--- src/rtl/can_err_pkg.sv ---
// Shared definitions for the CAN error-frame sequencer and fault-confinement logic:
// FSM encoding, fault-state codes, default bit lengths and the fault-state derivation.
package can_err_pkg;

  localparam int FLAG_BITS_DEF   = 6;
  localparam int DELIM_BITS_DEF  = 8;
  localparam int IFS_BITS_DEF    = 3;
  localparam int PASSIVE_LIM_DEF = 128;
  localparam int BUSOFF_LIM_DEF  = 256;
  localparam int RECOV_SEQS_DEF  = 128;
  localparam int RECOV_RUN       = 11;

  localparam logic [8:0] TEC_MAX     = 9'd511;
  localparam logic [7:0] REC_MAX     = 8'd255;
  localparam logic [7:0] REC_OK_CAP  = 8'd128;
  localparam logic [7:0] REC_OK_LOAD = 8'd120;

  typedef enum logic [2:0] {
    S_IDLE,
    S_FLAG,
    S_WAIT_REC,
    S_DELIM,
    S_IFS,
    S_BUSOFF
  } err_state_e;

  typedef enum logic [1:0] {
    FS_ACTIVE  = 2'b00,
    FS_PASSIVE = 2'b01,
    FS_BUSOFF  = 2'b10
  } fault_state_e;

  function automatic fault_state_e fault_of(input logic [8:0] tec, input logic [7:0] rec,
                                            input int passive_lim, input int busoff_lim);
    if (int'(tec) >= busoff_lim) return FS_BUSOFF;
    if (int'(tec) >= passive_lim || int'(rec) >= passive_lim) return FS_PASSIVE;
    return FS_ACTIVE;
  endfunction

endpackage

--- src/rtl/can_fault_confine.sv ---
// TEC/REC bookkeeping with saturation, plus fault-state derivation from the updated counts.
// fault_nxt is the combinational look-ahead the sequencer uses to act in the same edge.
module can_fault_confine
  import can_err_pkg::*;
#(
  parameter int PASSIVE_LIM = PASSIVE_LIM_DEF,
  parameter int BUSOFF_LIM  = BUSOFF_LIM_DEF
) (
  input  logic         SP,
  input  logic         reset,
  input  logic         err_inc,
  input  logic         is_tx,
  input  logic         tx_ok,
  input  logic         rx_ok,
  input  logic         recover_clr,
  output logic [8:0]   TEC,
  output logic [7:0]   REC,
  output logic [1:0]   fault_state,
  output fault_state_e fault_nxt
);

  logic [8:0]   tec_q, tec_nxt;
  logic [7:0]   rec_q, rec_nxt;
  fault_state_e fs_q;

  // NOTE: every variable gets a default before the branches, so no path leaves one unassigned and no latch is inferred.
  always_comb begin
    tec_nxt = tec_q;
    rec_nxt = rec_q;
    if (recover_clr) begin
      tec_nxt = '0;
      rec_nxt = '0;
    end else if (err_inc) begin
      // An error in the same cycle as a success indication wins; the success is dropped.
      if (is_tx) tec_nxt = (tec_q > TEC_MAX - 9'd8) ? TEC_MAX : tec_q + 9'd8;
      else       rec_nxt = (rec_q == REC_MAX) ? REC_MAX : rec_q + 8'd1;
    end else begin
      if (tx_ok && tec_q != '0) tec_nxt = tec_q - 9'd1;
      if (rx_ok) begin
        if (rec_q >= REC_OK_CAP)  rec_nxt = REC_OK_LOAD;
        else if (rec_q != '0)     rec_nxt = rec_q - 8'd1;
      end
    end
    fault_nxt = fault_of(tec_nxt, rec_nxt, PASSIVE_LIM, BUSOFF_LIM);
  end

  // NOTE: sequential state is written only with non-blocking assignments so all flops see pre-edge values.
  always_ff @(posedge SP or negedge reset) begin
    if (!reset) begin
      tec_q <= '0;
      rec_q <= '0;
      fs_q  <= FS_ACTIVE;
    end else begin
      tec_q <= tec_nxt;
      rec_q <= rec_nxt;
      fs_q  <= fault_nxt;
    end
  end

  assign TEC         = tec_q;
  assign REC         = rec_q;
  assign fault_state = fs_q;

endmodule

--- src/rtl/can_error_frame_ctrl.sv ---
// CAN error-frame sequencer: flag, delimiter, intermission and bus-off recovery,
// clocked once per bit at the sample point. All outputs are registered.
module can_error_frame_ctrl
  import can_err_pkg::*;
#(
  parameter int FLAG_BITS   = FLAG_BITS_DEF,
  parameter int DELIM_BITS  = DELIM_BITS_DEF,
  parameter int IFS_BITS    = IFS_BITS_DEF,
  parameter int PASSIVE_LIM = PASSIVE_LIM_DEF,
  parameter int BUSOFF_LIM  = BUSOFF_LIM_DEF,
  parameter int RECOV_SEQS  = RECOV_SEQS_DEF
) (
  input  logic       SP,
  input  logic       reset,
  input  logic       RX,
  input  logic       ERROR,
  input  logic       is_tx,
  input  logic       tx_ok,
  input  logic       rx_ok,
  output logic       TX_ERR,
  output logic       err_busy,
  output logic       decoder_restart,
  output logic [8:0] TEC,
  output logic [7:0] REC,
  output logic [1:0] fault_state
);

  localparam int SEQ_W = $clog2(RECOV_SEQS + 1);

  err_state_e       state_q, state_nxt;
  logic [7:0]       cnt_q, cnt_nxt;
  logic [3:0]       run_q, run_nxt;
  logic [SEQ_W-1:0] seq_q, seq_nxt;
  logic             restart_nxt;
  logic             err_inc, recover_clr, ok_en;
  fault_state_e     fault_nxt;

  // A dominant bit inside the delimiter is a form error and counts like a fresh ERROR.
  assign err_inc     = (state_q == S_IDLE && ERROR) || (state_q == S_DELIM && !RX);
  assign recover_clr = (state_q == S_BUSOFF) && RX && (int'(run_q) == RECOV_RUN - 1) &&
                       (int'(seq_q) == RECOV_SEQS - 1);
  assign ok_en       = (state_q != S_BUSOFF);

  can_fault_confine #(
    .PASSIVE_LIM (PASSIVE_LIM),
    .BUSOFF_LIM  (BUSOFF_LIM)
  ) u_confine (
    .SP          (SP),
    .reset       (reset),
    .err_inc     (err_inc),
    .is_tx       (is_tx),
    .tx_ok       (tx_ok && ok_en),
    .rx_ok       (rx_ok && ok_en),
    .recover_clr (recover_clr),
    .TEC         (TEC),
    .REC         (REC),
    .fault_state (fault_state),
    .fault_nxt   (fault_nxt)
  );

  always_comb begin
    state_nxt   = state_q;
    cnt_nxt     = cnt_q;
    run_nxt     = run_q;
    seq_nxt     = seq_q;
    restart_nxt = 1'b0;
    unique case (state_q)
      S_IDLE: begin
        if (ERROR) begin
          state_nxt = S_FLAG;
          cnt_nxt   = '0;
        end
      end
      S_FLAG: begin
        if (int'(cnt_q) == FLAG_BITS - 1) state_nxt = S_WAIT_REC;
        else                              cnt_nxt   = cnt_q + 8'd1;
      end
      S_WAIT_REC: begin
        // The first recessive bit after superposed flags is already delimiter bit 1.
        if (RX) begin
          state_nxt = S_DELIM;
          cnt_nxt   = 8'd1;
        end
      end
      S_DELIM: begin
        if (!RX) begin
          state_nxt = S_FLAG;
          cnt_nxt   = '0;
        end else if (int'(cnt_q) == DELIM_BITS - 1) begin
          state_nxt = S_IFS;
          cnt_nxt   = '0;
        end else begin
          cnt_nxt = cnt_q + 8'd1;
        end
      end
      S_IFS: begin
        if (int'(cnt_q) == IFS_BITS - 1) begin
          state_nxt   = S_IDLE;
          cnt_nxt     = '0;
          restart_nxt = 1'b1;
        end else begin
          cnt_nxt = cnt_q + 8'd1;
        end
      end
      S_BUSOFF: begin
        if (!RX) begin
          run_nxt = '0;
        end else if (int'(run_q) == RECOV_RUN - 1) begin
          run_nxt = '0;
          if (recover_clr) begin
            seq_nxt     = '0;
            state_nxt   = S_IDLE;
            restart_nxt = 1'b1;
          end else begin
            seq_nxt = seq_q + SEQ_W'(1);
          end
        end else begin
          run_nxt = run_q + 4'd1;
        end
      end
      default: state_nxt = S_IDLE;
    endcase
    // Bus-off pre-empts whatever part of the error frame was in progress.
    if (state_q != S_BUSOFF && fault_nxt == FS_BUSOFF) begin
      state_nxt = S_BUSOFF;
      cnt_nxt   = '0;
      run_nxt   = '0;
      seq_nxt   = '0;
    end
  end

  always_ff @(posedge SP or negedge reset) begin
    if (!reset) begin
      state_q         <= S_IDLE;
      cnt_q           <= '0;
      run_q           <= '0;
      seq_q           <= '0;
      TX_ERR          <= 1'b0;
      err_busy        <= 1'b0;
      decoder_restart <= 1'b0;
    end else begin
      state_q         <= state_nxt;
      cnt_q           <= cnt_nxt;
      run_q           <= run_nxt;
      seq_q           <= seq_nxt;
      // An error-passive node sends a recessive (passive) flag.
      TX_ERR          <= (state_nxt == S_FLAG) && (fault_nxt == FS_ACTIVE);
      err_busy        <= (state_nxt != S_IDLE);
      decoder_restart <= restart_nxt;
    end
  end

endmodule
--- config.mk ---
export PLATFORM = sky130hd
export DESIGN_NAME = can_error_frame_ctrl
export DESIGN_NICKNAME = d
export VERILOG_FILES = /design/src/rtl/can_err_pkg.sv /design/src/rtl/can_fault_confine.sv /design/src/rtl/can_error_frame_ctrl.sv
export SDC_FILE = /design/constraint.sdc
export NUM_CORES = 1
export LEC_CHECK = 0
export CORE_ASPECT_RATIO = 1.1
export CORE_MARGIN = 2
export CORE_UTILIZATION = 45
export DETAILED_ROUTE_END_ITERATION = 8
export PLACE_DENSITY = 0.69
export SLEW_MARGIN = 25
export SYNTH_ARGS = -nofsm -noshare
export SYNTH_HDL_FRONTEND = slang
export SYNTH_SLANG_ARGS = --single-unit
--- constraint.sdc ---
create_clock -name SP -period 7.08 [get_ports SP]
set_input_delay 0.708 -clock SP [delete_from_list [all_inputs] [get_ports SP]]
set_output_delay 0.708 -clock SP [all_outputs]
set_load 0.005 [all_outputs]
* Word-level counts from Yosys, hierarchy flattened
Index checks and enable logic that the tools add are counted.
** Word-level totals
- Input bits :: 7
- Output and inout port bits :: 22
- Register bits after elaboration :: 45
** Cells by class
- $lt $le $gt $ge :: 5
- Reductions and logical operators :: 24
- $add $sub $neg :: 7
- Muxes and demuxes :: 52
- Eq/ne operators :: 17
** Operators with widths (count)
- 2-to-1 mux 8 bit :: 19
- 2-to-1 mux 9 bit :: 5
- case mux 8 bit (5 select lines) :: 1
- 2-to-1 mux 3 bit :: 10
- adder 8 x 1 -> 8 bit, second input constant :: 3
- case mux 3 bit (6 select lines) :: 1
- == test 8 x 4 -> 1 bit, second input constant :: 2
- == test 8 bit, second input constant :: 2
- >= comparator 8 bit, second input constant :: 2
- 2-to-1 mux 4 bit :: 4
- logical AND 1 bit :: 10
- adder 9 x 4 -> 9 bit, second input constant :: 1
- >= comparator 9 x 8 -> 1 bit, second input constant :: 1
- >= comparator 9 bit, second input constant :: 1
- greater-than comparator 9 bit, second input constant :: 1
- != test 3 bit, second input constant :: 3
- nonzero test 9 bit :: 1
- subtractor 9 x 1 -> 9 bit, second input constant :: 1
- == test 8 x 3 -> 1 bit, second input constant :: 1
- 2-to-1 mux 2 bit :: 4
- nonzero test 8 bit :: 1
- subtractor 8 x 1 -> 8 bit, second input constant :: 1
- 2-to-1 mux 1 bit :: 7
- == test 3 x 1 -> 1 bit, second input constant :: 2
- 16 further kinds :: 21

* Depth between registers and ports, before layout
- Depth in word-level cells :: 17
- Depth in mapped cells :: 10
- Depth with buffers taken out :: 8

* By module
Synthesis repeated with hierarchy kept, for this count alone.
** Unflattened totals
- Cell total of the unflattened synthesis :: 374
- Area total of the unflattened synthesis :: 3283.1 um^2
** By module, submodules not included
- can_error_frame_ctrl :: cells an instance 184, area each 1682.9 um^2, instances 1
- can_fault_confine :: cells an instance 190, area each 1600.3 um^2, instances 1

* Least setup slack after synthesis
Ideal clock, no wire load.
- Path kind :: input-to-reg
- Start :: input RX
- End :: register err_busy
- Setup slack :: 4.593 ns
- Setup time :: 0.139 ns
- Cell stages on the path :: 6
- Arrival :: 2.348 ns
- Required time :: 6.941 ns
- Cell sequence :: buf_2 > nand3b_1 > a21o_4 > a2111oi_4 > nor3_4 > or4b_1
** On the way
- Word-level cells in the longest chain between the ends :: 15
** Ends and longest elaborated chain
- start, declared :: RTL line can_error_frame_ctrl.sv:15 : input logic RX,
- logical NOT 1 bit
- logical AND 1 bit :: RTL line can_error_frame_ctrl.sv:39 : assign err_inc = (state_q == S_IDLE && ERROR) || (state_q == S_DELIM && !RX);
- logical OR 1 bit :: RTL line can_error_frame_ctrl.sv:39
- 2-to-1 mux 9 bit / 2-to-1 mux 8 bit (equally long branches) :: RTL line can_fault_confine.sv:33 : end else if (err_inc) begin
- 2-to-1 mux 9 bit / 2-to-1 mux 8 bit (equally long branches) :: RTL line can_fault_confine.sv:30 : if (recover_clr) begin
- >= comparator 9 x 8 -> 1 bit / >= comparator 8 bit (equally long branches) :: RTL line can_err_pkg.sv:36 : if (int'(tec) >= passive_lim || int'(rec) >= passive_lim) return FS_PASSIVE;
- logical OR 1 bit :: RTL line can_err_pkg.sv:36
- 2-to-1 mux 1 bit (2 in series) :: RTL line can_err_pkg.sv:36
- 2-to-1 mux 2 bit :: RTL line can_err_pkg.sv:37 : return FS_ACTIVE;
- 2-to-1 mux 2 bit :: RTL line can_err_pkg.sv:36
- == test 2 bit :: RTL line can_error_frame_ctrl.sv:124 : if (state_q != S_BUSOFF && fault_nxt == FS_BUSOFF) begin
- logical AND 1 bit :: RTL line can_error_frame_ctrl.sv:124
- 2-to-1 mux 3 bit * :: RTL line can_error_frame_ctrl.sv:124
- nonzero test 3 bit * :: RTL line can_error_frame_ctrl.sv:148 : err_busy <= (state_nxt != S_IDLE);
- end signal, assigned :: RTL line can_error_frame_ctrl.sv:148
- end, declared :: RTL line can_error_frame_ctrl.sv:21 : output logic err_busy,
Every way passes the cells marked *; elsewhere a longest branch is shown, timed or not. The select of a mux whose other input is x is not followed.
A chain may end at the register's enable or synchronous reset.

* Final worst setup path
- Start :: input RX
- End :: register cnt_q[7]
** On the way
- Word-level cells in the longest chain between the ends :: 15
** Ends and longest elaborated chain
- logical NOT 1 bit
- logical AND 1 bit :: RTL line can_error_frame_ctrl.sv:39
- logical OR 1 bit :: RTL line can_error_frame_ctrl.sv:39
- 2-to-1 mux 9 bit / 2-to-1 mux 8 bit (equally long branches) :: RTL line can_fault_confine.sv:33
- 2-to-1 mux 9 bit / 2-to-1 mux 8 bit (equally long branches) :: RTL line can_fault_confine.sv:30
- >= comparator 9 x 8 -> 1 bit / >= comparator 8 bit (equally long branches) :: RTL line can_err_pkg.sv:36
- logical OR 1 bit :: RTL line can_err_pkg.sv:36
- 2-to-1 mux 1 bit (2 in series) :: RTL line can_err_pkg.sv:36
- 2-to-1 mux 2 bit :: RTL line can_err_pkg.sv:37
- 2-to-1 mux 2 bit :: RTL line can_err_pkg.sv:36
- == test 2 bit :: RTL line can_error_frame_ctrl.sv:124
- logical AND 1 bit :: RTL line can_error_frame_ctrl.sv:124
- != test 3 bit (no source line) (tied with other cells)
- AND reduction 4 bit (no source line)
- end signal, assigned :: RTL line can_error_frame_ctrl.sv:143 : cnt_q <= cnt_nxt;
- end, declared :: RTL line can_error_frame_ctrl.sv:31 : logic [7:0] cnt_q, cnt_nxt;
Several ways; a longest one is shown, not always the timed one. The select of a mux whose other input is x is not followed.

==> results.py <==
metrics = {
    "synthesis": {
        "synth_cells": 388,
        "avgSynthCellArea_sq_um": 8.65,
        "ys_seq_area_share_pct": 32.8,
        "ys_warn_count": 0,
        "ys_types": 74,
        "synthesis.area_sq_mm": 0.00336,
        "synthesis.nets": 411,
        "synth_seq_cells": 44,
        "ys_async_sr_fraction_pct": 100,
        "ys.flop_type": "dfrtp_1",
        "synth_edf_count": 0,
    },
    "timing": {
        "rsz0062_at_grt": "false",
        "finalSetupViolCount": 0,
        "tightestPinTransition_ns": 0.729,
        "period_needed_ns": 3.17,
        "tns_ns": 0,
        "hold_violations": 0,
        "fin_crit_sh_pct": 44.8,
        "slew_headroom_pct": 51.2,
        "fin_ws_ns": 3.91,
        "maxSlewViolCount": 0,
        "whs_ns": 0.396,
        "clock_skew_ns": 0.00532,
        "fmax_mhz": 315,
    },
    "outcome": {
        "status": "finished, final reports clean",
    },
    "floorplan": {
        "fp-row-count": 33,
        "dieWidth_um": 86.4,
        "coreArea_sq_mm": 0.00735,
        "die-area_sq_mm": 0.00817,
        "die_y_um": 94.6,
        "top_level_ports": 29,
        "start_util_pct": 45.7,
    },
    "hold_path": {
        "worst_hold_path_type": "input pin to async pin",
    },
    "worst_setup_path": {
        "rr_startpoint": "state_q[1]",
        "path_class": "input pin to flop",
        "arrival_ns": 3.36,
        "crit_required_ns": 7.26,
        "crit_path_start": "RX",
        "rrSetupSlack_ns": 4.22,
        "cp_max_fo": 19,
        "crit_path_end_kind": "flop",
        "cp-start-kind": "input pin",
    },
    "cts": {
        "postCtsSetupBuffers": 0,
        "cts_root_buffer": "clkbuf_8",
        "insertion_delay_ns": 0.30,
        "path_clk_slew_ns": 0.08,
        "cts_htree_levels": 2,
        "numCtsBuffers": 5,
        "cts_hold_buf": 0,
        "cts_sinks": 44,
        "clk_path_buf_depth": 2,
        "cts_tree": "yes",
        "cts_resized": 0,
    },
    "final_layout": {
        "n_fill_cell": 694,
        "finalNetCount": 424,
        "area_growth_pct": 11.2,
        "finish.utilization_pct": 50.8,
        "antenna_cells": 0,
        "drive_above_1_share_pct": 8.96,
        "final_common_cell": "dfrtp_1",
        "layout_common_cells": "dfrtp_1, nor2_1, nand2_1",
    },
    "route": {
        "viasPerCell": 6.08,
        "antenna_left": 0,
        "wl_um": 7730,
        "drc": 0,
        "drt_pass1_iterations": 6,
        "wl_per_cell_um": 15.8,
        "drtIter0Drc": 118,
        "vias": 2974,
    },
    "global_route": {
        "grt_use_total_pct": 19.6,
        "grt_start_max_net_pins": 45,
        "overflow": 0,
        "grt_pass1_wl_um": 12900,
        "antenna_found_initial": 0,
        "grt_pass1_vias": 2685,
    },
    "pwr": {
        "power_frac_seq_pct": 35.5,
        "pwr_density_cell_mw_per_mm2": 352,
        "peakVddDrop_uv": 119,
        "p_int_w": 0.000721,
        "p_sw_share_pct": 45.2,
        "pwr-share-clk_pct": 12.5,
        "comb_power_share_pct": 52.0,
        "p_leak_nw": 1.48,
        "p_sw_w": 0.000594,
    },
    "run": {
        "drv_cap": 0,
    },
    "placed_design": {
        "io_buffers": 28,
        "dp_hpwl_um": 5530,
        "gp_congestion": 0.908,
        "place_ws_ns": 3.60,
    },
}
power by group through the flow:
stage                     clock (W)  sequential (W)  combinational (W)
after floorplan                   0        0.000388           0.000549
after global placement            0        0.000468           0.000665
after detailed placement          0        0.000470           0.000681
after CTS                  0.000168        0.000464           0.000687
after global routing       0.000180        0.000482           0.000762
final                      0.000165        0.000466           0.000684
metrics by stage:
stage          power [W]  cells  area (sq um)
6_report         0.00131    489          3730
5_1_grt          0.00143    489          3730
4_1_cts          0.00132    489          3730
3_5_place_dp     0.00115    481          3640
3_3_place_gp     0.00113    479          3630
2_1_floorplan   0.000937    388          3360
critical path: stages:
cell,delay [ns]
clkdlybuf4s50_1,0.54
nand3b_1,0.33
a21oi_4,0.53
a211oi_2,0.15
nor3_4,0.60
nor3b_4,0.13
a221o_1,0.36
cells by family (layout without fill, tap and decap cells):
kind of cell	count (synthesis)	in the layout	synth area share, %
compound gates	95	95	21.5
xor+xnor	8	8	2.09
fa+ha+maj	16	16	5.96
buf+inv	38	52	5.26
flops	44	44	32.8
mux	4	4	1.30
simple gates	183	183	31.1
registers in the layout, summed over array words and instances (netlist names):
signal,flops
u_confine.fault_state,2
cnt_q,8
seq_q,8
run_q,4
u_confine.REC,8
err_busy,1
TX_ERR,1
decoder_restart,1
u_confine.TEC,8
state_q,3
cells in the mapped netlist (3+ instances only):
library cell	count	share of area [%]
o31ai_1	4	0.89
nand4_1	4	0.75
dfrtp_1	44	33
o22ai_1	3	0.56
nand3_1	19	2.8
a211oi_1	5	1.1
or3_1	4	0.75
o21bai_1	5	1.1
clkbuf_1	11	1.2
nand4b_1	4	1.0
a21oi_1	16	2.4
a221o_1	6	1.8
o21ai_0	13	1.9
xnor2_1	6	1.6
ha_1	16	6.0
or2_2	4	0.75
nand3b_1	4	0.89
nor3_4	3	1.5
inv_1	13	1.5
nor3b_1	3	0.67
nor2b_1	8	1.5
a21o_1	5	1.1
a22o_1	3	0.78
mux2_2	3	1.0
nor2_1	39	4.4
nor4_1	7	1.3
or4_1	3	0.67
a31oi_1	4	0.75
o32ai_1	3	0.78
a221oi_1	4	1.0
buf_2	9	1.3
nand2_1	34	3.8
nand2b_1	4	0.75
nor3_1	21	3.1
area by class of cell:
type,instances,area [sq um],area share (%)
multi-input combinational,306,2090,55.9
clock buffer,6,82.6,2.21
clock inverter,2,10.0,0.268
sequential,44,1100,29.5
timing repair buffer,31,294,7.88
tap,87,109,2.92
inverter,13,48.8,1.31
per-layer routing:
metal	global-route usage [%]	share of wire, %
met4	7.03	2.4
met1	25.4	46
met3	3.15	3.4
met2	33.0	48
met5	0	0
worst paths after layout:
check / endpoint / cells past startpoint
max: cnt_q[7] / 7
min: u_confine.TEC[3] / 1
max reg2reg: cnt_q[7] / 6
min reg2reg: seq_q[7] / 1
max in group asynchronous: seq_q[0] / 1
min in group SP: seq_q[7] / 1
Power figures use the tool's default switching activity.
